==> src/rtl/mips_multicycle_cu.sv <==
// mips_multicycle_cu
//   Multicycle MIPS control unit. It steps each instruction through fetch,
//   decode, execute, memory and writeback, and all of these share one memory
//   port that uses a ready handshake. The unit also provides a memory-wait
//   timeout, an illegal-opcode trap and a retired-instruction counter.
//
// Ports
//   clk          rising-edge clock
//   rst          asynchronous, active-low reset
//   opcode       instr[31:26] from the datapath IR; valid from DECODE onwards
//   mem_ready    memory finished the current read/write in this cycle
//   pc_write     unconditional PC load
//   pc_write_eq  PC load if the ALU result is zero (beq)
//   pc_write_ne  PC load if the ALU result is non-zero (bne)
//   iord         memory address source: 0 = PC, 1 = ALUOut
//   mem_read     memory read request (level)
//   mem_write    memory write request (level)
//   ir_write     instruction register load
//   reg_write    register file write enable
//   reg_dst      destination register: 0 = rt, 1 = rd, 2 = $31
//   mem_to_reg   write-back source: 0 = ALUOut, 1 = MDR, 2 = PC
//   alu_src_a    ALU A operand: 0 = PC, 1 = rs
//   alu_src_b    ALU B operand: 0 = rt, 1 = 4, 2 = simm, 3 = simm<<2
//   alu_op       0 = add, 1 = sub, 2 = funct, 3 = and
//   pc_src       PC source: 0 = ALU, 1 = ALUOut, 2 = jump target
//   instr_done   one-cycle pulse when an instruction retires
//   instret      count of retired instructions; wraps to zero
//   trap         sticky: illegal opcode or memory timeout
//   trap_cause   0 = illegal opcode, 1 = memory timeout
module mips_multicycle_cu #(
  parameter int unsigned OPC_W       = 6,
  parameter int unsigned TMO_W       = 4,
  parameter int unsigned MEM_TIMEOUT = 15,
  parameter int unsigned CNT_W       = 32
) (
  input  logic             clk,
  input  logic             rst,
  input  logic [OPC_W-1:0] opcode,
  input  logic             mem_ready,
  output logic             pc_write,
  output logic             pc_write_eq,
  output logic             pc_write_ne,
  output logic             iord,
  output logic             mem_read,
  output logic             mem_write,
  output logic             ir_write,
  output logic             reg_write,
  output logic [1:0]       reg_dst,
  output logic [1:0]       mem_to_reg,
  output logic             alu_src_a,
  output logic [1:0]       alu_src_b,
  output logic [1:0]       alu_op,
  output logic [1:0]       pc_src,
  output logic             instr_done,
  output logic [CNT_W-1:0] instret,
  output logic             trap,
  output logic             trap_cause
);

  localparam logic [OPC_W-1:0] OP_RTYPE = OPC_W'(6'h00);
  localparam logic [OPC_W-1:0] OP_J     = OPC_W'(6'h02);
  localparam logic [OPC_W-1:0] OP_JAL   = OPC_W'(6'h03);
  localparam logic [OPC_W-1:0] OP_BEQ   = OPC_W'(6'h04);
  localparam logic [OPC_W-1:0] OP_BNE   = OPC_W'(6'h05);
  localparam logic [OPC_W-1:0] OP_ADDI  = OPC_W'(6'h08);
  localparam logic [OPC_W-1:0] OP_ANDI  = OPC_W'(6'h0C);
  localparam logic [OPC_W-1:0] OP_LW    = OPC_W'(6'h23);
  localparam logic [OPC_W-1:0] OP_SW    = OPC_W'(6'h2B);

  typedef enum logic [3:0] {
    FETCH,
    DECODE,
    EXEC_R,
    WB_R,
    EXEC_ADDI,
    EXEC_ANDI,
    WB_I,
    MEM_ADDR,
    MEM_RD,
    MEM_WB,
    MEM_WR,
    BEQ,
    BNE,
    JUMP,
    JAL,
    TRAP
  } state_t;

  state_t             state_q, state_d;
  logic [TMO_W-1:0]   wait_q, wait_d;
  logic [CNT_W-1:0]   instret_q, instret_d;
  logic               trap_cause_q, trap_cause_d;
  logic               is_store_q, is_store_d;

  logic               mem_state;
  logic               timeout;

  // Memory-wait bookkeeping is shared by the three states that own the port.
  // A ready in the cycle that would time out still counts as completion.
  always_comb begin
    mem_state = (state_q == FETCH) || (state_q == MEM_RD) || (state_q == MEM_WR);
    timeout   = (MEM_TIMEOUT != 0) && (wait_q == TMO_W'(MEM_TIMEOUT)) && !mem_ready;
  end

  always_comb begin
    state_d      = state_q;
    is_store_d   = is_store_q;
    trap_cause_d = trap_cause_q;
    wait_d       = '0;
    instret_d    = instr_done ? instret_q + CNT_W'(1) : instret_q;

    if (mem_state && !mem_ready && !timeout) begin
      wait_d = wait_q + TMO_W'(1);
    end

    case (state_q)
      FETCH: begin
        if (mem_ready) begin
          state_d = DECODE;
        end else if (timeout) begin
          state_d      = TRAP;
          trap_cause_d = 1'b1;
        end
      end
      DECODE: begin
        is_store_d = (opcode == OP_SW);
        case (opcode)
          OP_RTYPE:     state_d = EXEC_R;
          OP_LW, OP_SW: state_d = MEM_ADDR;
          OP_BEQ:       state_d = BEQ;
          OP_BNE:       state_d = BNE;
          OP_J:         state_d = JUMP;
          OP_JAL:       state_d = JAL;
          OP_ADDI:      state_d = EXEC_ADDI;
          OP_ANDI:      state_d = EXEC_ANDI;
          default: begin
            state_d      = TRAP;
            trap_cause_d = 1'b0;
          end
        endcase
      end
      EXEC_R:    state_d = WB_R;
      EXEC_ADDI: state_d = WB_I;
      EXEC_ANDI: state_d = WB_I;
      MEM_ADDR:  state_d = is_store_q ? MEM_WR : MEM_RD;
      MEM_RD: begin
        if (mem_ready) begin
          state_d = MEM_WB;
        end else if (timeout) begin
          state_d      = TRAP;
          trap_cause_d = 1'b1;
        end
      end
      MEM_WR: begin
        if (mem_ready) begin
          state_d = FETCH;
        end else if (timeout) begin
          state_d      = TRAP;
          trap_cause_d = 1'b1;
        end
      end
      WB_R, WB_I, MEM_WB, BEQ, BNE, JUMP, JAL: state_d = FETCH;
      TRAP:    state_d = TRAP;
      default: state_d = FETCH;
    endcase
  end

  always_ff @(posedge clk or negedge rst) begin
    if (!rst) begin
      state_q      <= FETCH;
      wait_q       <= '0;
      instret_q    <= '0;
      trap_cause_q <= 1'b0;
      is_store_q   <= 1'b0;
    end else begin
      state_q      <= state_d;
      wait_q       <= wait_d;
      instret_q    <= instret_d;
      trap_cause_q <= trap_cause_d;
      is_store_q   <= is_store_d;
    end
  end

  // Moore decode of the state register. The reset state is FETCH, but FETCH
  // drives mem_read, so the decode is gated by rst to keep every output at
  // zero for as long as reset is held.
  always_comb begin
    pc_write    = 1'b0;
    pc_write_eq = 1'b0;
    pc_write_ne = 1'b0;
    iord        = 1'b0;
    mem_read    = 1'b0;
    mem_write   = 1'b0;
    ir_write    = 1'b0;
    reg_write   = 1'b0;
    reg_dst     = 2'd0;
    mem_to_reg  = 2'd0;
    alu_src_a   = 1'b0;
    alu_src_b   = 2'd0;
    alu_op      = 2'd0;
    pc_src      = 2'd0;
    instr_done  = 1'b0;

    if (rst) begin
      case (state_q)
        FETCH: begin
          mem_read  = 1'b1;
          alu_src_b = 2'd1;
          ir_write  = mem_ready;
          pc_write  = mem_ready;
        end
        DECODE: alu_src_b = 2'd3;
        EXEC_R: begin
          alu_src_a = 1'b1;
          alu_op    = 2'd2;
        end
        EXEC_ADDI, MEM_ADDR: begin
          alu_src_a = 1'b1;
          alu_src_b = 2'd2;
        end
        EXEC_ANDI: begin
          alu_src_a = 1'b1;
          alu_src_b = 2'd2;
          alu_op    = 2'd3;
        end
        WB_R: begin
          reg_write  = 1'b1;
          reg_dst    = 2'd1;
          instr_done = 1'b1;
        end
        WB_I: begin
          reg_write  = 1'b1;
          instr_done = 1'b1;
        end
        MEM_RD: begin
          mem_read = 1'b1;
          iord     = 1'b1;
        end
        MEM_WB: begin
          reg_write  = 1'b1;
          mem_to_reg = 2'd1;
          instr_done = 1'b1;
        end
        MEM_WR: begin
          mem_write  = 1'b1;
          iord       = 1'b1;
          instr_done = mem_ready;
        end
        BEQ, BNE: begin
          alu_src_a   = 1'b1;
          alu_op      = 2'd1;
          pc_src      = 2'd1;
          pc_write_eq = (state_q == BEQ);
          pc_write_ne = (state_q == BNE);
          instr_done  = 1'b1;
        end
        JUMP: begin
          pc_src     = 2'd2;
          pc_write   = 1'b1;
          instr_done = 1'b1;
        end
        JAL: begin
          pc_src     = 2'd2;
          pc_write   = 1'b1;
          reg_write  = 1'b1;
          reg_dst    = 2'd2;
          mem_to_reg = 2'd2;
          instr_done = 1'b1;
        end
        default: ;
      endcase
    end
  end

  assign instret    = instret_q;
  assign trap       = (state_q == TRAP);
  assign trap_cause = trap_cause_q;

endmodule

==> config.mk <==
export PLATFORM = sky130hd
export DESIGN_NAME = mips_multicycle_cu
export DESIGN_NICKNAME = d
export VERILOG_FILES = /design/src/rtl/mips_multicycle_cu.sv
export SDC_FILE = /design/constraint.sdc
export NUM_CORES = 1
export LEC_CHECK = 0
export BUFFER_PORTS_ARGS = -buffer_cell sky130_fd_sc_hd__buf_2
export CORE_MARGIN = 1
export CORE_UTILIZATION = 30
export CTS_CLUSTER_DIAMETER = 60
export DETAILED_ROUTE_END_ITERATION = 12
export PLACE_DENSITY_LB_ADDON = 0.3
export REMOVE_ABC_BUFFERS = 1
export SETUP_SLACK_MARGIN = 0.1
export SYNTH_ARGS = -nofsm -noshare
export SYNTH_HDL_FRONTEND = slang
export SYNTH_SLANG_ARGS = --single-unit
==> constraint.sdc <==
create_clock -name clk -period 2.5 [get_ports clk]
set_input_delay 0.125 -clock clk [delete_from_list [all_inputs] [get_ports clk]]
set_output_delay 0.125 -clock clk [all_outputs]
set_load 0.1 [all_outputs]
Word level (Yosys, flattened, before mapping). Index checks and enable logic that the tools add are counted.

Logic and storage cells: 99. Bits of input ports: 9. Output and inout port bits: 54. Flip-flop bits (word level): 42.

Mux-type cells: 42. Equality and inequality tests: 27. Reductions and logical operators: 23. $add $sub $neg: 2.

Operators by type and width (count): $eq A4 B4 Y1 const B (9); $pmux W4 S9 (1); $add A32 B1 Y32 const B (1); $pmux W4 S8 (1); $mux W1 (21); $mux W4 (5); $eq A4 B3 Y1 const B (4); $eq A6 B2 Y1 const B (2); $eq A6 B3 Y1 const B (2); $eq A6 B4 Y1 const B (2); $eq A6 B6 Y1 const B (2); $mux W2 (6); $pmux W2 S2 (3); $pmux W2 S3 (2); $reduce_or A2 Y1 (6); $reduce_or A9 Y1 (1); $eq A4 B2 Y1 const B (2); $reduce_or A7 Y1 (1); $logic_not A6 Y1 (1); $pmux W1 S2 (3); $reduce_or A3 Y1 (2); $reduce_or A6 Y1 (1); $add A4 B1 Y4 const B (1); $eq A4 B1 Y1 const B (1); other kinds (9) (14).

Depth between registers and ports, before layout. Gate-level depths: netlist of the first run.

Depth in word-level cells: 6. Mapped depth: 7. Depth with buffers taken out: 5.

Least setup slack after synthesis of the first run. Ideal clock, no wire load.

Path type: register -> output. Start point: register state_q[1]. End point: output port reg_dst[0]. Required time: 2.375 ns. Path slack: -1.603 ns. Path buffers: 2. Stages on the path, launching flop included: 5. Data arrival time: 3.978 ns. Cells stage by stage: dfrtp_1 -> buf_4 -> clkbuf_1 -> nand2_1 -> nor4b_1.

Word-level cells in the longest chain between the ends: 3. Elaborated cells between the ends (all ways): 4. Classes of those cells: 2 x eq/ne; 2 x mux.

RTL lines: from (decl) (RTL line 89) `state_t state_q, state_d;`; from (signal assigned) (RTL line 176) `state_q <= state_d;`; $eq A4 B4 Y1 or $eq A4 B2 Y1 (tied branches) (RTL line 205) `case (state_q)`; $pmux W2 S2 * (RTL line 205); $mux W2 * (RTL line 204) `if (rst) begin`; to (decl) (RTL line 48) `output logic [1:0] reg_dst,`.

Mark *: on every way between the ends. The rest lies on a longest branch, timed or not.

Worst setup path in the final report of the first run.
Start point: register state_q[2]. End point: output port mem_write.

Word-level cells in the longest chain between the ends: 3.

RTL lines: $eq A4 B4 Y1 (RTL line 205); $mux W1 (RTL line 205); $mux W1 (RTL line 204); to (decl) (RTL line 45) `output logic mem_write,`.

Every way passes these cells.

==> impl_results.md, run 1 <==
* RR Endpoint: instret[27]$_DFFE_PN0P_
* Avg Cell Area, Syn at 9.25 sq um
* Area grow syn2layout at 21.5%
* Startpoint types: flop
* Seq/Total Area, Yosys at 41.3%
* Detailed router's first-iteration violation count at a little under 80
* Met1 wire length at 3030 um
* Setup slack, reg-to-reg at 0.46 ns
* Number of CTS-inserted buffers at 5
* Ranking of synthesized cells by area: dfrtp_1 (41%), xnor2_1 (6.2%), xor2_1 (5.9%)
* Most frequent cell after synthesis: dfrtp_1
* Post-Synthesis Cells at 275
* Post-layout util at 37.6%
* Initial antenna violation count at 0
* Worst EP required at between 2 and 2.5 ns
* Die area at between 8000 and 9000 sq um
* Synth unique cells at 47
* Arrival @ worst endpoint at around 2.1 ns
* IO Port Bufs at 62
* Max layer used: met4
* Antenna cells at 0
* Status: completed
* Largest net degree at the start of global routing at 33
* Placement Cell Area at 2960 sq um
* Leakage at 1.52 nW
* Metal2 WL at 2950 um
* Hpwl dp at 4650 um
* DR WL met3 at 223 um
* Logic pwr share at 52.7%
* Fmax at 445 MHz
* Post-route clock period utilization at 89.8%
* Die height at 94.1 um
* Clock share of power at 17.5%
* Synth Cell Area at between 2000 and 3000 sq um
* Unrepaired setup endpoints after global routing: false
* CTS tree: yes
* Worst vdd ir at around 1200 uV
* Avg WL per Cell at 14.2 um
* Fraction of registers with async set or reset after synthesis at 100%
* RePlAce Congestion at 0.816
* Worst hold path type: input pin to flop
* Crit. End Element: output port
* FF-to-FF Start: state_q[0]$_DFF_PN0_
* Max cap viols at 0
* GR Overflow Total at 0
* # Post-CTS Setup Buffers at 0
* Gr usage total at 14.8%
* Slew headroom at 64.5%
* Global-route wire length before repair at 10200 um
* PwrDens at 1010 nW/um^2
* Core ar. at 8220 sq um
* Fin area at 3090 sq um
* CP startpoint: state_q[2]$_DFF_PN0_
* Clock sinks at between 40 and 50
* Routed Wire Length at 6290 um
* H-tree levels at 2
* Pre-antenna DRT Iters at 4
* CP Class: flop to output port
* Final clock skew at between 0.01 and 0.015 ns
* Synth top area share at 41.3%
* Die width at between 90 and 100 um
* DRT antenna net count at 0
* Final Hold Fails at 0
* Clock root buffer master: clkbuf_8
* Routed via count at 2204
* Most frequent cells after synthesis: dfrtp_1 (42), nor2_1 (23), nand2_1 (22), nand3_1 (19)
* Prevailing post-synth register cell: dfrtp_1
* Clock latency at the later pin of the worst-skew pair at about 0.30 ns
* CP Capture Point: mem_write
* DR vias/cell at 4.98
* Slew Viols, Final at 0
* NetSw at 1.67 mW
* Sw frac at 53.5%
* Initial core utilization at 30.9%
* Cell accounting for the most synthesized area: dfrtp_1
* Rows at 33
* Nets at 348
* Final setup fails at 0
* Layout cells sized above 1 at 27.8%
* CTS max path bufs at 2
* EDFF count, synth at 0
* Worst slew pin tran at 0.533 ns
* Max FO, Critical Path at 15
* Reg2Reg Depth at 5
* Remaining DRCs at 0
* Pwr Total at about 3.1 mW
* # IOs at 63
* Vias in the first global route at ~2100
* Hold_ws at ~0.1 ns
* Final min period at roughly 2.2 ns
* Clk slew on worst S/H paths at 0.09 ns
* Synth Warn # at 0
* Power Internal at around 1.5 mW
* #FFs+latches synth at 42
* Sequential Power Share at 29.9%
cells in the final DEF (no fill, tap or decap), drive strengths merged, types with 2 or more instances in the layout:
cell    count
xor2       17
nor3       26
and4        4
nand2      22
mux2        2
xnor2      18
mux2i       3
and3        7
o21ai       8
or2         2
nand2b      6
nor2       23
a211o       2
clkbuf      8
and2        3
buf        68
nor4        5
nand4      11
ha          2
dfrtp      42
nor2b       9
inv         4
o21a        2
nand3      20
a21oi       6
power groups by stage:
stage | registers, mW | clock network (mW) | logic, mW
after floorplan | 1.21 | 0 | 0.985
after global placement | 0.936 | 0 | 1.64
after detailed placement | 0.942 | 0 | 1.64
after CTS | 0.929 | 0.562 | 1.65
after global routing | 0.958 | 0.588 | 1.75
final | 0.933 | 0.545 | 1.64
cell families after synthesis:
| logic type | Yosys count | synth area share, % |
|---|---|---|
| xor gates and xnor gates | 35 | 12.1 |
| and+or+nand+nor | 143 | 31.6 |
| buffers and inverters | 20 | 4.43 |
| muxes | 5 | 2.07 |
| adders and majority gates | 2 | 0.984 |
| AOI/OAI and AO/OA | 28 | 7.53 |
| DFF | 42 | 41.3 |
worst min-delay path by stage:
stage | from | endpoint | slack, ns | depth (start not counted)
final | mem_ready | wait_q[2]$_DFF_PN0_ | 0.1 | 2
after global routing | mem_ready | wait_q[2]$_DFF_PN0_ | 0.10 | 2
after CTS | mem_ready | wait_q[2]$_DFF_PN0_ | 0.1 | 2
after detailed placement | rst | is_store_q$_DFFE_PN0P_ | 0.09 | 1
after global placement | rst | state_q[2]$_DFF_PN0_ | 0.07 | 1
after floorplan | rst | instret[0]$_DFFE_PN0P_ | -0.17 | 0
state kept, by name (all words and copies together), names as in the netlist:
name,flops
wait_q,4
state_q,4
instret,32
trap_cause,1
is_store_q,1
repair_timing:
item | CTS | global route
setup endpoints to repair | 0 | 3
resized for setup | 0 | 3
endpoints found under the hold margin | 10 | 0
hold buffers | 1 | 0
worst max-delay path, cell delays in order (launching register included):
cell     delay [ns]
dfrtp_1        0.54
buf_4          0.24
or2_2          0.32
nor3_1         0.23
buf_2          0.48
per-stage QoR:
step / TNS [ns] / setup slack [ns] / instances
floorplan: -8.40 / -1.49 / 259
global placement: 0 / 0.505 / 434
detailed placement: 0 / 0.450 / 434
CTS: 0 / 0.148 / 443
global route: 0 / 0.134 / 443
finish: 0 / 0.254 / 443
layer usage:
| layer | GRT usage (%) | vias up |
|---|---|---|
| li1 | - | 1091 |
| met1 | 19.9 | 1052 |
| met5 | 0 | - |
| met2 | 23.3 | 49 |
| met4 | 5.26 | 0 |
| met3 | 3.16 | 12 |
layout make-up:
cell class / count / area (sq um)
clock inverters: 2 / 37.5
multi-input cells: 213 / 1380
well taps: 105 / 131
repair buffers: 71 / 400
fillers: 829 / 5130
clock buffers: 6 / 72.6
flip-flops and latches: 42 / 1050
inverters: 4 / 15.0
(Power assumes the default switching activity.)
==> run 2, diff against run 1 <==
--- a/config.mk
+++ b/config.mk
@@ -6,11 +6,14 @@
 export NUM_CORES = 1
 export LEC_CHECK = 0
 export BUFFER_PORTS_ARGS = -buffer_cell sky130_fd_sc_hd__buf_2
+export CELL_PAD_IN_SITES_DETAIL_PLACEMENT = 1
+export CELL_PAD_IN_SITES_GLOBAL_PLACEMENT = 1
 export CORE_MARGIN = 1
 export CORE_UTILIZATION = 30
 export CTS_CLUSTER_DIAMETER = 60
 export DETAILED_ROUTE_END_ITERATION = 12
 export PLACE_DENSITY_LB_ADDON = 0.3
+export RECOVER_POWER = 50
 export REMOVE_ABC_BUFFERS = 1
 export SETUP_SLACK_MARGIN = 0.1
 export SYNTH_ARGS = -nofsm -noshare
==> run 2 against run 1 <==
Compared with the run above:
- power decreased by 2.7%
- cell count increased by 0.45%
- via count increased by 0.77%
- register-to-register slack about the same
- critical path depth increased by 1
- wire length increased by 8.4%
- worst setup slack got worse by 0.011 ns
- utilization decreased by 0.59 points
- sequential share of layout area increased by 0.55 points
- first-iteration DRC count decreased by 12%
- maximum frequency decreased by 0.50%
==> impl_results.md, run 2 (same netlist as run 1, synthesis figures left out) <==
* Nets at 350 (was 348)
* Global-route wire length before repair at 11300 um (was 10200 um)
* Leakage at 1.41 nW (was 1.52 nW)
* Largest net degree at the start of global routing at 25 (was 33)
* Number of CTS-inserted buffers at 5 (unchanged)
* Clock latency at the later pin of the worst-skew pair at 0.30 ns (about the same)
* CP cell instances: buf_4, or2_2, nor2_1, and3b_1, buf_2 (was buf_4, or2_2, nor3_1, buf_2)
* Post-layout util at 37.0% (was 37.6%)
* Total negative setup slack at 0 ns (unchanged)
* Layout Cells excl Fill at 445 (was 443)
* Placed insts at 436 (was 434)
* Core ar. at 8220 sq um (unchanged)
* Area grow syn2layout at 19.5% (was 21.5%)
* Initial antenna violation count at 0 (unchanged)
* Clock root buffer master: clkbuf_8 (unchanged)
* Placement Cell Area at 2980 sq um (was 2960 sq um)
* Hold_ws at 0.0924 ns (was 0.0989 ns)
* Slew headroom at 9.16% (was 64.5%)
* Max FO, Critical Path at 9 (was 15)
* Layout cells sized above 1 at 20.0% (was 27.8%)
* Gr usage total at 16.3% (was 14.8%)
* H-tree levels at 2 (unchanged)
* Final WS setup at 0.242 ns (was 0.254 ns)
* Die width at 94.1 um (unchanged)
* Max cap viols at 0 (unchanged)
* Die area at 8850 sq um (unchanged)
* Unrepaired setup endpoints after global routing: false (unchanged)
* Critical path's slowest cell: dfrtp_1 (unchanged)
* Antenna cells at 0 (unchanged)
* Seq. cell area at 1050 sq um (unchanged)
* Crit. End Element: output port (unchanged)
* Worst slew pin tran at 1.36 ns (was 0.533 ns)
* Status: completed (unchanged)
* # Post-CTS Setup Buffers at 0 (unchanged)
* Hpwl dp at 5190 um (was 4650 um)
* Arrival @ worst endpoint at 2.13 ns (was 2.12 ns)
* Rows at 33 (unchanged)
* RePlAce Congestion at 0.812 (was 0.816)
* Clock sinks at 42 (unchanged)
* Final clock skew at 0.0132 ns (was 0.0107 ns)
* Worst EP required at 2.38 ns (about the same)
* Remaining DRCs at 0 (unchanged)
* Pwr Total at 3.04 mW (was 3.12 mW)
* Startpoint types: flop (unchanged)
* GR Overflow Total at 0 (unchanged)
* Fmax at 443 MHz (was 445 MHz)
* Vias in the first global route at 2210 (was 2121)
* Area of the multi-input gates at 1380 sq um (unchanged)
* Fin area at 3040 sq um (was 3090 sq um)
* # IOs at 63 (unchanged)
* Routed Wire Length at 6810 um (was 6290 um)
* IO Port Bufs at 62 (unchanged)
* Post-route clock period utilization at 90.3% (was 89.8%)
* Slowest stage delay, CP at 0.49 ns (was 0.54 ns)
* Worst hold path type: input pin to flop (unchanged)
* CTS tree: yes (unchanged)
* Final min period at 2.26 ns (was 2.25 ns)
* DRT antenna net count at 0 (unchanged)
* Commonest non-fill, non-tap cell in the layout: dfrtp_1 (was buf_2)
* Worst vdd ir at 1170 uV (was 1220 uV)
* Clk slew on worst S/H paths at 0.09 ns (about the same)
* Detailed router's first-iteration violation count at 68 (was 77)
* Largest register FFs at 32 (unchanged)
* Pre-antenna DRT Iters at 4 (unchanged)
* Die height at 94.1 um (unchanged)
* Initial core utilization at 30.9% (unchanged)
* Final setup fails at 0 (unchanged)
* Slew Viols, Final at 0 (unchanged)
* Routed via count at 2221 (was 2204)
* DR vias/cell at 4.99 (was 4.98)
* Avg WL per Cell at 15.3 um (was 14.2 um)
* Worst slack, placed at 0.452 ns (was 0.450 ns)
* Fillers at 1011 (was 829)
* Most frequent cells in the layout: dfrtp_1 (41), buf_2 (33), clkbuf_1 (29) (was buf_2 (59), dfrtp_1 (41), nor2_1 (23))
* PwrDens at 999 nW/um^2 (was 1010 nW/um^2)
* CP Class: flop to output port (unchanged)
* CTS max path bufs at 2 (unchanged)
* Final Hold Fails at 0 (unchanged)
[run 2: cell types whose count changed in the layout (fill, tap and decap cells not counted)]
cell,previous run,this run
clkbuf_1,1,29
buf_2,59,33
buf_4,8,9
bufinv_16,1,0
clkbuf_4,2,1
clkinv_2,0,1
clkinv_4,0,1
clkinvlp_4,1,0
[run 2: routing by layer]
layer	GRT usage [%]	share of wire [%]	wire length, um	vias up
met4	3.46	0.85	58	0
met1	23.5	51	3470	1079
met2	25.5	45	3060	45
li1	-	-	-	1092
met3	2.75	3.3	227	5
met5	0	0	0	-
[run 2: what timing repair did]
item,4_1_cts,5_1_grt
endpoints found under the setup margin,1,1
hold buffers,1,0
resized for setup,1,1
endpoints found under the hold margin,10,0
[run 2: worst paths after layout]
path,to,from,cells after the start,slack (ns)
hold reg to reg,wait_q[0]$_DFF_PN0_,wait_q[0]$_DFF_PN0_,1,0.48
setup / recovery,ir_write,state_q[2]$_DFF_PN0_,5,0.24
hold / removal,wait_q[2]$_DFF_PN0_,mem_ready,2,0.09
min in group asynchronous,state_q[0]$_DFF_PN0_,rst,2,0.30
setup reg to reg,instret[31]$_DFFE_PN0P_,state_q[0]$_DFF_PN0_,5,0.46
max in group asynchronous,instret[20]$_DFFE_PN0P_,rst,3,0.62
[run 2: power by group]
group          internal (mW)  switching (mW)
clock network          0.197           0.244
registers              0.762           0.170
logic                  0.391            1.27
[run 2: cell type report]
class	instances	share of cell area, %
repair buffers	73	12.4
clock buffers	6	2.39
inverters	4	0.494
multi-input cells	213	45.4
well taps	105	4.32
clock inverters	2	0.453
flip-flops and latches	42	34.6
[run 2: critical path: cells and delay by family, from the launching register on]
kind / cells / cell delay [ns]
flops: 1 / 0.49
buf+inv: 2 / 0.65
simple gates: 3 / 0.69
